==> src/rtl/alu_pkg.sv <==
// ---------------------------------------------------------------------------
// alu_pkg
// Shared definitions for the ALU command driver slice.
//   XLEN, FUNC_W       : operand/result width and function-code width
//   FUNC_ADD..FUNC_SLTU : ALU function codes; FUNC_LAST is the highest legal code
//   state_t            : command driver FSM states
//   func_legal()       : true when a function code is implemented by the ALU
// ---------------------------------------------------------------------------
package alu_pkg;

   localparam int XLEN   = 32;
   localparam int FUNC_W = 5;

   localparam logic [FUNC_W-1:0] FUNC_ADD  = 5'd0;
   localparam logic [FUNC_W-1:0] FUNC_SLL  = 5'd1;
   localparam logic [FUNC_W-1:0] FUNC_XOR  = 5'd2;
   localparam logic [FUNC_W-1:0] FUNC_SRL  = 5'd3;
   localparam logic [FUNC_W-1:0] FUNC_OR   = 5'd4;
   localparam logic [FUNC_W-1:0] FUNC_AND  = 5'd5;
   localparam logic [FUNC_W-1:0] FUNC_SUB  = 5'd6;
   localparam logic [FUNC_W-1:0] FUNC_SRA  = 5'd7;
   localparam logic [FUNC_W-1:0] FUNC_SLT  = 5'd8;
   localparam logic [FUNC_W-1:0] FUNC_SLTU = 5'd9;
   localparam logic [FUNC_W-1:0] FUNC_LAST = 5'd9;

   typedef enum logic [1:0] {
      IDLE = 2'd0,
      WAIT = 2'd1,
      HOLD = 2'd2
   } state_t;

   function automatic logic func_legal(input logic [FUNC_W-1:0] func);
      return func <= FUNC_LAST;
   endfunction

endpackage

==> src/rtl/alu_cmd_driver_if.sv <==
// ---------------------------------------------------------------------------
// alu_cmd_driver_if
// Command and result handshake bundle of the ALU command driver.
//   cmd_valid/cmd_ready        : command handshake
//   cmd_a, cmd_b, cmd_func     : operands and function code
//   cmd_tag                    : request tag
//   res_valid/res_ready        : result handshake
//   res_data, res_tag          : captured result and echoed tag
//   res_err                    : illegal function code reported
//   res_mismatch               : optional checker disagreement
// Modports: master = sequencer side, slave = driver side.
// ---------------------------------------------------------------------------
interface alu_cmd_driver_if
   import alu_pkg::*;
#(
   parameter int TAG_W = 4
);

   logic              cmd_valid;
   logic              cmd_ready;
   logic [XLEN-1:0]   cmd_a;
   logic [XLEN-1:0]   cmd_b;
   logic [FUNC_W-1:0] cmd_func;
   logic [TAG_W-1:0]  cmd_tag;

   logic              res_valid;
   logic              res_ready;
   logic [XLEN-1:0]   res_data;
   logic [TAG_W-1:0]  res_tag;
   logic              res_err;
   logic              res_mismatch;

   modport master (
      output cmd_valid, cmd_a, cmd_b, cmd_func, cmd_tag, res_ready,
      input  cmd_ready, res_valid, res_data, res_tag, res_err, res_mismatch
   );

   modport slave (
      input  cmd_valid, cmd_a, cmd_b, cmd_func, cmd_tag, res_ready,
      output cmd_ready, res_valid, res_data, res_tag, res_err, res_mismatch
   );

endinterface

==> src/rtl/alu_ref_model.sv <==
// ---------------------------------------------------------------------------
// alu_ref_model
// Purely combinational golden model of the ALU, used by the optional
// result checker of alu_cmd_driver.
//   a, b   in  XLEN   operands (shift amount is b[4:0])
//   func   in  FUNC_W function code
//   result out XLEN   expected ALU output (0 for illegal codes)
// ---------------------------------------------------------------------------
module alu_ref_model
   import alu_pkg::*;
(
   input  logic [XLEN-1:0]   a,
   input  logic [XLEN-1:0]   b,
   input  logic [FUNC_W-1:0] func,
   output logic [XLEN-1:0]   result
);

   logic [4:0] shamt;

   assign shamt = b[4:0];

   always_comb begin
      result = '0;
      case (func)
         FUNC_ADD:  result = a + b;
         FUNC_SLL:  result = a << shamt;
         FUNC_XOR:  result = a ^ b;
         FUNC_SRL:  result = a >> shamt;
         FUNC_OR:   result = a | b;
         FUNC_AND:  result = a & b;
         FUNC_SUB:  result = a - b;
         FUNC_SRA:  result = XLEN'($signed(a) >>> shamt);
         FUNC_SLT:  result = {{(XLEN-1){1'b0}}, ($signed(a) < $signed(b))};
         FUNC_SLTU: result = {{(XLEN-1){1'b0}}, (a < b)};
         default:   result = '0;
      endcase
   end

endmodule

==> src/rtl/alu_cmd_driver.sv <==
// ---------------------------------------------------------------------------
// alu_cmd_driver
// Flow-controlled initiator for the ALU: accepts one command, drives the ALU
// inputs, waits ALU_LAT cycles, captures io_output and returns it with the
// request tag. At most one command is outstanding.
//   clk, rst (async, active low)
//   bus          : alu_cmd_driver_if.slave (command and result handshakes)
//   alu_input1/2 : to ALU io_input1/io_input2
//   alu_function : to ALU io_function
//   alu_output   : from ALU io_output
//   busy         : FSM not in IDLE
// Parameters: TAG_W (must match the interface), ALU_LAT (0..15).
// Optional feature: define ALU_CMD_DRIVER_CHECK_EN to compare alu_output
// against alu_ref_model at capture and report it on res_mismatch.
// ---------------------------------------------------------------------------
module alu_cmd_driver
   import alu_pkg::*;
#(
   parameter int TAG_W   = 4,
   parameter int ALU_LAT = 1
)(
   input  logic              clk,
   input  logic              rst,
   alu_cmd_driver_if.slave   bus,
   output logic [XLEN-1:0]   alu_input1,
   output logic [XLEN-1:0]   alu_input2,
   output logic [FUNC_W-1:0] alu_function,
   input  logic [XLEN-1:0]   alu_output,
   output logic              busy
);

   localparam logic [3:0] LAT_LOAD = 4'(ALU_LAT);

   state_t            state;
   state_t            state_next;
   logic [3:0]        cnt;
   logic              illegal_q;
   logic [TAG_W-1:0]  tag_q;
   logic              accept;
   logic              capture;
   logic              cmd_legal;

   logic              res_valid_q;
   logic [XLEN-1:0]   res_data_q;
   logic [TAG_W-1:0]  res_tag_q;
   logic              res_err_q;

   // cmd_ready is a pure function of state (plus reset), so res_ready can
   // never reach it combinationally; it stays low while reset is asserted.
   assign bus.cmd_ready = (state == IDLE) && rst;
   assign busy          = (state != IDLE);
   assign accept        = (state == IDLE) && bus.cmd_valid;
   assign capture       = (state == WAIT) && (cnt == '0);
   assign cmd_legal     = func_legal(bus.cmd_func);

   assign bus.res_valid = res_valid_q;
   assign bus.res_data  = res_data_q;
   assign bus.res_tag   = res_tag_q;
   assign bus.res_err   = res_err_q;

   always_ff @(posedge clk or negedge rst) begin
      if (!rst) begin
         state <= IDLE;
      end else begin
         state <= state_next;
      end
   end

   // Illegal commands also pass through WAIT with a zero count so that their
   // error result appears exactly one cycle after acceptance.
   always_comb begin
      state_next = state;
      case (state)
         IDLE:    if (accept)        state_next = WAIT;
         WAIT:    if (cnt == '0)     state_next = HOLD;
         HOLD:    if (bus.res_ready) state_next = IDLE;
         default:                    state_next = IDLE;
      endcase
   end

   // ALU inputs only change on a legal acceptance, so they stay static
   // between commands and across illegal ones.
   always_ff @(posedge clk or negedge rst) begin
      if (!rst) begin
         alu_input1   <= '0;
         alu_input2   <= '0;
         alu_function <= '0;
         tag_q        <= '0;
         illegal_q    <= 1'b0;
         cnt          <= '0;
      end else begin
         if (accept) begin
            tag_q     <= bus.cmd_tag;
            illegal_q <= !cmd_legal;
            cnt       <= cmd_legal ? LAT_LOAD : 4'd0;
            if (cmd_legal) begin
               alu_input1   <= bus.cmd_a;
               alu_input2   <= bus.cmd_b;
               alu_function <= bus.cmd_func;
            end
         end else if ((state == WAIT) && (cnt != '0)) begin
            cnt <= cnt - 4'd1;
         end
      end
   end

   always_ff @(posedge clk or negedge rst) begin
      if (!rst) begin
         res_valid_q <= 1'b0;
         res_data_q  <= '0;
         res_tag_q   <= '0;
         res_err_q   <= 1'b0;
      end else begin
         if (capture) begin
            res_valid_q <= 1'b1;
            res_data_q  <= illegal_q ? '0 : alu_output;
            res_tag_q   <= tag_q;
            res_err_q   <= illegal_q;
         end else if ((state == HOLD) && bus.res_ready) begin
            res_valid_q <= 1'b0;
         end
      end
   end

`ifdef ALU_CMD_DRIVER_CHECK_EN
   logic [XLEN-1:0] expected;
   logic            mismatch_q;

   alu_ref_model u_ref_model (
      .a      (alu_input1),
      .b      (alu_input2),
      .func   (alu_function),
      .result (expected)
   );

   // An illegal command never drove the ALU, so there is nothing to compare.
   always_ff @(posedge clk or negedge rst) begin
      if (!rst) begin
         mismatch_q <= 1'b0;
      end else if (capture) begin
         mismatch_q <= !illegal_q && (expected != alu_output);
      end
   end

   assign bus.res_mismatch = mismatch_q;
`else
   assign bus.res_mismatch = 1'b0;
`endif

endmodule

==> src/flat_wrapper.sv <==
// flat-port wrapper written by rule: the top's interface ports become plain ports
module alu_cmd_driver_flat import alu_pkg::*;
#(
   parameter int TAG_W   = 4,
   parameter int ALU_LAT = 1
)
  (clk, rst, alu_input1, alu_input2, alu_function, alu_output, busy, bus_cmd_valid, bus_cmd_a, bus_cmd_b, bus_cmd_func, bus_cmd_tag, bus_res_ready, bus_cmd_ready, bus_res_valid, bus_res_data, bus_res_tag, bus_res_err, bus_res_mismatch);
  alu_cmd_driver_if #(.TAG_W(TAG_W)) bus_i ();
  input  logic clk;
  input  logic rst;
  output logic [XLEN-1:0] alu_input1;
  output logic [XLEN-1:0] alu_input2;
  output logic [FUNC_W-1:0] alu_function;
  input  logic [XLEN-1:0] alu_output;
  output logic busy;
  input wire logic [$bits(bus_i.cmd_valid)-1:0] bus_cmd_valid;
  input wire logic [$bits(bus_i.cmd_a)-1:0] bus_cmd_a;
  input wire logic [$bits(bus_i.cmd_b)-1:0] bus_cmd_b;
  input wire logic [$bits(bus_i.cmd_func)-1:0] bus_cmd_func;
  input wire logic [$bits(bus_i.cmd_tag)-1:0] bus_cmd_tag;
  input wire logic [$bits(bus_i.res_ready)-1:0] bus_res_ready;
  output wire logic [$bits(bus_i.cmd_ready)-1:0] bus_cmd_ready;
  output wire logic [$bits(bus_i.res_valid)-1:0] bus_res_valid;
  output wire logic [$bits(bus_i.res_data)-1:0] bus_res_data;
  output wire logic [$bits(bus_i.res_tag)-1:0] bus_res_tag;
  output wire logic [$bits(bus_i.res_err)-1:0] bus_res_err;
  output wire logic [$bits(bus_i.res_mismatch)-1:0] bus_res_mismatch;
  assign bus_i.cmd_valid = bus_cmd_valid;
  assign bus_i.cmd_a = bus_cmd_a;
  assign bus_i.cmd_b = bus_cmd_b;
  assign bus_i.cmd_func = bus_cmd_func;
  assign bus_i.cmd_tag = bus_cmd_tag;
  assign bus_i.res_ready = bus_res_ready;
  assign bus_cmd_ready = bus_i.cmd_ready;
  assign bus_res_valid = bus_i.res_valid;
  assign bus_res_data = bus_i.res_data;
  assign bus_res_tag = bus_i.res_tag;
  assign bus_res_err = bus_i.res_err;
  assign bus_res_mismatch = bus_i.res_mismatch;
  alu_cmd_driver #(.TAG_W(TAG_W), .ALU_LAT(ALU_LAT)) u_core (.clk(clk), .rst(rst), .bus(bus_i), .alu_input1(alu_input1), .alu_input2(alu_input2), .alu_function(alu_function), .alu_output(alu_output), .busy(busy));
endmodule
==> config.mk <==
export PLATFORM = sky130hd
export DESIGN_NAME = alu_cmd_driver_flat
export DESIGN_NICKNAME = d
export VERILOG_FILES = /design/src/rtl/alu_pkg.sv /design/src/rtl/alu_cmd_driver_if.sv /design/src/rtl/alu_ref_model.sv /design/src/rtl/alu_cmd_driver.sv /design/src/flat_wrapper.sv
export SDC_FILE = /design/constraint.sdc
export NUM_CORES = 1
export LEC_CHECK = 0
export BUFFER_PORTS_ARGS = -buffer_cell sky130_fd_sc_hd__buf_2
export CAP_MARGIN = 40
export CORE_MARGIN = 2
export CORE_UTILIZATION = 42
export DETAILED_ROUTE_END_ITERATION = 8
export GPL_TIMING_DRIVEN = 1
export PLACE_DENSITY = 0.87
export SLEW_MARGIN = 10
export SYNTH_ARGS = -nofsm -noshare
export SYNTH_HDL_FRONTEND = slang
export SYNTH_SLANG_ARGS = --single-unit
==> constraint.sdc <==
create_clock -name clk -period 1.87 [get_ports clk]
set_input_delay 0.374 -clock clk [delete_from_list [all_inputs] [get_ports clk]]
set_output_delay 0.374 -clock clk [all_outputs]
set_load 0.01 [all_outputs]
* Word level (Yosys, flattened, before mapping)
Cells that the tools add are included.
W data, S select, Z words.
** Word-level totals
- Flip-flop bits (word level) :: 118
- Input bits :: 109
- Output and inout bits :: 110
- Word-level logic and storage cells :: 42
** Cells by class
- $add $sub $neg :: 1
- Magnitude comparators :: 1
- Eq/ne operators :: 5
- Mux-type cells :: 10
- Reduce and logical (&&, ||, !) cells :: 14
** Operators with widths (number)
- $mux W32 :: 1
- $mux W4 :: 2
- $mux W2 :: 3
- $pmux W2 S3 :: 1
- $reduce_bool A2 Y1 :: 3
- $le A5 B4 Y1 const B :: 1
- $logic_and A1 B1 Y1 :: 5
- $logic_not A4 Y1 :: 1
- $ne A2 B1 Y1 const B :: 2
- $reduce_bool A4 Y1 :: 1
- $sub A4 B1 Y4 const B :: 1
- $mux W1 :: 3
- $reduce_and A3 Y1 :: 1
- $eq A2 B1 Y1 const B :: 1
- $eq A2 B2 Y1 const B :: 1
- $logic_not A2 Y1 :: 1
- $ne A2 B2 Y1 const B :: 1
- $reduce_and A2 Y1 :: 1
- $logic_not A1 Y1 :: 1

* Logic depth before layout (Yosys ltp)
Gate-level depths: netlist of run 1.
- Word-level depth :: 4
- Gate-level depth with buffers :: 7
- Gate-level depth less buffers :: 5

* Least setup slack after synthesis of run 1
Ideal clock, no wire load.
- Path type :: register to register
- Start :: register u_core.state[0]
- End :: register u_core.alu_function[3]
- Library setup time :: 125 ps
- Arrival time :: 1797 ps
- Required time :: 1745 ps
- Setup slack :: -52 ps
- Cell stages (with the launch flop) :: 6
- Path buffers :: 2
- Clock period less this slack :: 1922 ps
- Cell sequence :: dfrtp_1 > or3b_1 > buf_6 > nor3_4 > buf_6 > mux2_4
** On the way
- Cells in the longest elaborated chain, start to end :: 3
** RTL lines
- start, declared :: RTL line alu_cmd_driver.sv:34 : state_t state;
- start signal, assigned :: RTL line alu_cmd_driver.sv:65 : state <= state_next;
- $logic_not A2 Y1 :: RTL line alu_cmd_driver.sv:52 : assign accept = (state == IDLE) && bus.cmd_valid;
- $logic_and A1 B1 Y1 :: RTL line alu_cmd_driver.sv:52
- $reduce_and A2 Y1 (no source line)
- end signal, assigned :: RTL line alu_cmd_driver.sv:99 : alu_function <= bus.cmd_func;
- end, declared :: RTL line alu_cmd_driver.sv:27 : output logic [FUNC_W-1:0] alu_function,
Every way passes these cells.
A chain may end at the register's enable or synchronous reset.

* Worst setup path after layout of run 1
- Start :: register u_core.state[1]
- End :: register u_core.alu_input2[8]
** On the way
- Cells in the longest elaborated chain, start to end :: 3
** RTL lines
- $logic_not A2 Y1 :: RTL line alu_cmd_driver.sv:52
- $logic_and A1 B1 Y1 :: RTL line alu_cmd_driver.sv:52
- $reduce_and A2 Y1 (no source line)
- end signal, assigned :: RTL line alu_cmd_driver.sv:98 : alu_input2 <= bus.cmd_b;
- end, declared :: RTL line alu_cmd_driver.sv:26 : output logic [XLEN-1:0] alu_input2,
Every way passes these cells.

==> results of run 1 <==
==> per-layer routing <==
layer	track usage, %	share of wire, %	vias up
li1	-	-	1736
met1	23.3	41	1883
met2	34.0	51	144
met3	6.35	6.6	21
met4	8.04	1.6	2
met5	0	0.078	-
==> layout make-up <==
| class | instances | area [um^2] | share of cell area, % |
|---|---|---|---|
| Clock buffer | 23 | 488 | 6.97 |
| Clock inverter | 8 | 97.6 | 1.39 |
| Inverter | 5 | 18.8 | 0.268 |
| Multi-Input combinational cell | 215 | 1760 | 25.2 |
| Sequential cell | 118 | 2950 | 42.2 |
| Tap cell | 140 | 175 | 2.50 |
| Timing Repair Buffer | 250 | 1510 | 21.5 |
==> flip-flops by register name (all words and copies together), names as in the netlist <==
register,count
u_core.bus.res_data,32
u_core.alu_function,5
u_core.alu_input1,32
u_core.tag_q,4
u_core.bus.res_err,1
u_core.alu_input2,32
u_core.bus.res_tag,4
u_core.bus.res_valid,1
u_core.cnt,4
u_core.state,2
u_core.illegal_q,1
==> power by group <==
part           switching, uW  internal [uW]  leakage [uW]
clock                   1090           2090      0.000281
sequential               631           3700       0.00147
combinational           2290           2440       0.00185
==> what timing repair did <==
item | in CTS | in global routing
pin swaps | 0 | 2
buffers inserted | 0 | 6
endpoints found under the setup margin | 29 | 93
cloned | 0 | 4
resized for setup | 5 | 48
hold endpoints to repair | 0 | 0
==> stage by stage <==
step,hold slack [ns],utilization (%)
3_5_place_dp,0.459,55.7
6_report,0.0561,64.1
3_3_place_gp,0.454,55.5
2_1_floorplan,0.0784,-
5_1_grt,0.119,64.1
4_1_cts,0.110,61.2
==> final timing paths <==
path	from	slack (ns)	to	depth (start not counted)
min in group clk	bus_cmd_tag[3]	0.18	u_core.tag_q[3]$_DFFE_PN0P_	3
worst min-delay path	rst	0.06	u_core.alu_input1[13]$_DFFE_PN0P_	2
max in group asynchronous	rst	1.29	u_core.alu_input2[24]$_DFFE_PN0P_	2
worst min register to register	u_core.tag_q[3]$_DFFE_PN0P_	0.47	u_core.tag_q[3]$_DFFE_PN0P_	2
worst max-delay path	u_core.state[1]$_DFFE_PN0P_	-0.04	u_core.alu_input2[8]$_DFFE_PN0P_	6
worst max register to register	u_core.state[1]$_DFFE_PN0P_	-0.04	u_core.alu_input2[8]$_DFFE_PN0P_	6
==> cells by family (layout without fill, tap and decap cells) <==
logic type | Yosys count | after routing | share of synthesized area (%)
other | 1 | 1 | 0.0793
flip-flops | 118 | 118 | 62.5
multiplexers | 73 | 73 | 18.8
AND/OR/NAND/NOR | 63 | 63 | 6.14
adder cells (fa/ha/maj) | 2 | 2 | 0.529
AO/OA/AOI/OAI | 76 | 76 | 8.36
buffers and inverters | 29 | 286 | 3.65
==> synthesized netlist by cell type, drive strengths merged, types with 2 or more instances <==
library cell / n / share of area (%)
a21oi: 2 / 0.21
buf: 9 / 2.1
clkbuf: 15 / 1.2
dfrtp: 118 / 62
ha: 2 / 0.53
inv: 4 / 0.32
mux2: 72 / 19
nand2: 47 / 3.7
nand2b: 2 / 0.26
nor2b: 2 / 0.26
nor3: 2 / 0.45
nor3b: 2 / 0.32
o21ai: 69 / 7.3
or3: 2 / 0.26
or3b: 2 / 0.37
==> worst register-to-register path, stage by stage, from the launching register on <==
cell and delay (ns):
dfrtp_1 0.37, or3b_4 0.42, nor3_4 0.25, buf_12 0.14, buf_12 0.14, clkbuf_16 0.17
mux2_4 0.31
==> results.cfg, run 1 <==
[worst_setup_path]
crit_required_ns = 2.14
cp.arrival_ns = 2.18
slowest_stage = or3b_4
criticalPathCategory = flop to flop
endpoint_kind = flop
cp_max_fo = 7
critical-path-top-delay-family = simple AND/OR/NAND/NOR gates
slowest_delay_ns = 0.42
crit_top_cell = buf_12
path_buf_inv = 3
start_kind = flop
worstPathCellList = or3b_4, nor3_4, buf_12, buf_12, clkbuf_16, mux2_4

[route]
route.antenna.remaining_nets = 0
via_per_inst = 4.99
dr.pass1.iters = 4
wirelength_um = 12800
route.detailed.drc = 0
drt_iter0_drc = 167
num_vias = 3786
wl_per_cell_um = 16.9

[cts]
clockBufferDepth = 2
tritoncts = built
hold_buffers = 0
root_buffer = clkbuf_16
clk-insertion-delay-late_ns = 0.39
cts.sink_count = 118
h-tree-depth = 4
clkTransAtPathRegs_ns = 0.06
cts_buffers = 17

[finish]
n_antenna_cell = 0
layout.cells.non_filler = 759
layout_commonest_cell = buf_2
drive_gt1_share_pct = 57.5
areaGrowthSynthToFinish_pct = 48.1
mostFrequentLayoutCells = buf_2 (216), dfrtp_1 (118), o21ai_0 (66)
fillerInstances = 838
fin_nets = 718
finalInstanceArea_mm2 = 0.00700

[placed_design]
placed_area_mm2 = 0.00609
port_buffers = 217
hpwl_um = 8510
gp_congestion = 0.770
place_worst_setup_slack_ns = -0.0785
placed_cells = 718

[sta]
fmax_mhz = 524
skew_ns = 0.0105
timing.final.crit_period_ns = 1.91
setup_viol_count_final = 37
fin_ws_ns = -0.0377
drv_slew = 0
slew_headroom_pct = 57.5
tightest_slew_ns = 0.638
fin_crit_sh_pct = 102
finalSetupTns_ns = -0.383
rsz0062_at_grt = true
final_hold_viol_count = 0

[logic_synthesis]
synth_seq_area_share_pct = 62.5
syn_avg_cell_area_um2 = 13.1
syn_inst = 362
yosysWarnings = 0
synth_edf_count = 0
ys_async_sr_fraction_pct = 100
ys_ff_latch = 118
synth_nets = 473
synth_cell_types = 32
syn_area_mm2 = 0.00473
synth_ff_type = dfrtp_1

[floorplan]
die_area_mm2 = 0.0121
fp.dieH_um = 110
start_util_pct = 43.2
ios = 219
core-area_mm2 = 0.0109
rows = 38
dieWidth_um = 110

[status]
violations = setup timing
status = finished, violations left

[worst_hold_path]
hp-class = input port to asynchronous set/reset pin

[global_routing]
overflow = 0
grt_max_degree = 119
grt_pass1_vias = 3813
grt_pass1_wl_um = 18600
antenna_found_initial = 1
grtUsageTotal_pct = 19.9

[pwr]
ir_drop_mv = 0.815
power_density_mw_per_mm2 = 1750
cellLeakagePower_uw = 0.00359
finalPower_uw = 12300

[run]
maxCapViolations = 0
Note: power is estimated with default switching activity, not from simulation.
==> inputs of run 2 (changes only) <==
- CORE_MARGIN: 2 -> 5
- TNS_END_PERCENT: default -> 5
==> run 2 against run 1 <==
The run now ends clean. Global-route usage fell by 1.2 points. Maximum frequency increased by 3.6%. Clock power up 4%. Critical path depth decreased by 1. Worst setup slack improved by 0.067 ns. Sequential share of layout area increased by 1.8 points. Sequential power hardly changed. Combinational power decreased by 8.9%. Largest power group is now sequential cells.
==> results.cfg, run 2 (synthesized netlist as in run 1, its figures left out) <==
[status]
status = finished clean

[finish]
layout_commonest_cell = buf_2
layout.cells.non_filler = 751
fin_nets = 709
mostFrequentLayoutCells = buf_2 (216), dfrtp_1 (118), o21ai_0 (67)
areaGrowthSynthToFinish_pct = 42.0
fillerInstances = 858
n_antenna_cell = 0
drive_gt1_share_pct = 57.0

[sta]
fin_ws_ns = 0.0291
tightest_slew_ns = 0.613
slew_headroom_pct = 59.1
rsz0062_at_grt = true
skew_ns = 0.0113
fmax_mhz = 543
drv_slew = 0
fin_crit_sh_pct = 98.4
final_hold_viol_count = 0
finalSetupTns_ns = 0
setup_viol_count_final = 0
timing.final.crit_period_ns = 1.84

[worst_setup_path]
endpoint_kind = flop
slowest_stage = or3b_4
cp_max_fo = 16
worstPathCellList = or3b_4, nor3_4, buf_12, buf_12, mux2_2
slowest_delay_ns = 0.42
cp.arrival_ns = 2.13
start_kind = flop
crit_required_ns = 2.16
crit_top_cell = buf_12
criticalPathCategory = flop to flop
r2r.worst_path.cells = 5
regToRegSetupSlack_ns = 0.03

[route]
num_vias = 3704
wl_per_cell_um = 16.5
wirelength_um = 12400
dr.pass1.iters = 4
drt_iter0_drc = 211
route.antenna.remaining_nets = 0
via_per_inst = 4.93
route.detailed.drc = 0

[global_routing]
overflow = 0
grt_pass1_wl_um = 19800
grt_pass1_vias = 4039
antenna_found_initial = 0
grtUsageTotal_pct = 18.7
grt_max_degree = 119

[floorplan]
fp.dieH_um = 116
dieWidth_um = 116
die_area_mm2 = 0.0135
start_util_pct = 43.2
core-area_mm2 = 0.0109
ios = 219
rows = 38

[cts]
clkTransAtPathRegs_ns = 0.06
root_buffer = clkbuf_16
cts_buffers = 17
tritoncts = built
cts.sink_count = 118
h-tree-depth = 4
clk-insertion-delay-late_ns = 0.41
post_cts_buffers = 0
clockBufferDepth = 2

[worst_hold_path]
hp-class = input port to asynchronous set/reset pin

[pwr]
power_density_mw_per_mm2 = 1780
cellLeakagePower_uw = 0.00341
ir_drop_mv = 0.860

[placed_design]
gp_congestion = 0.770
hpwl_um = 9170
placed_cells = 719
port_buffers = 217
place_worst_setup_slack_ns = -0.0704

[run]
maxCapViolations = 0
-- run 2: per-stage QoR --
| step | hold WS, ns | instance area (um^2) | total power (uW) | util (%) |
|---|---|---|---|---|
| floorplan | 0.0784 | 4730 | 6680 | - |
| global placement | 0.454 | 6110 | 8480 | 55.8 |
| detailed placement | 0.469 | 6110 | 8710 | 55.8 |
| CTS | 0.127 | 6710 | 12100 | 61.4 |
| global route | 0.143 | 6720 | 12700 | 61.4 |
| finish | 0.105 | 6720 | 11900 | 61.4 |
-- run 2: critical path: cells and delay by family (launching register included) --
family / cells / cell delay [ns]
AND/OR/NAND/NOR: 2 / 0.65
flip-flops: 1 / 0.38
multiplexers: 1 / 0.34
buffers and inverters: 2 / 0.34
-- run 2: metal layers --
| metal | wire (um) | share of wire (%) | GRT usage (%) |
|---|---|---|---|
| met2 | 6590 | 53 | 33.3 |
| met1 | 4680 | 38 | 21.2 |
| met3 | 936 | 7.5 | 5.75 |
| met4 | 218 | 1.8 | 7.04 |
| met5 | 0 | 0 | 0 |
-- run 2: final cells by class --
type                    count  area [um^2]  area share [%]
clock buffers              17          425            6.33
multi-input cells         215         1610            23.9
clock inverters            15          180            2.68
inverters                   5         18.8           0.279
flip-flops and latches    118         2950            44.0
repair buffers            241         1360            20.2
well taps                 140          175            2.61
-- run 2: what timing repair did --
item / in CTS / in global routing
endpoints found under the setup margin: 0 / 49
gates resized for setup: 0 / 2
hold endpoints to repair: 0 / 0
hold buffers: 0 / 0
-- run 2: worst paths after layout --
path	start	endpoint
worst max register to register	u_core.state[0]$_DFFE_PN0P_	u_core.alu_input2[18]$_DFFE_PN0P_
max in group asynchronous	rst	u_core.cnt[3]$_DFFE_PN0P_
min in group clk	bus_cmd_tag[3]	u_core.tag_q[3]$_DFFE_PN0P_
worst min-delay path	rst	u_core.alu_function[2]$_DFFE_PN0P_
worst min register to register	u_core.tag_q[3]$_DFFE_PN0P_	u_core.tag_q[3]$_DFFE_PN0P_
worst max-delay path	u_core.state[0]$_DFFE_PN0P_	u_core.alu_input2[18]$_DFFE_PN0P_
-- run 2: report_power, final --
| part | switching, uW | total (uW) | internal [uW] |
|---|---|---|---|
| Sequential | 619 | 4320 | 3700 |
| Clock | 1200 | 3300 | 2100 |
| Combinational | 2190 | 4320 | 2130 |
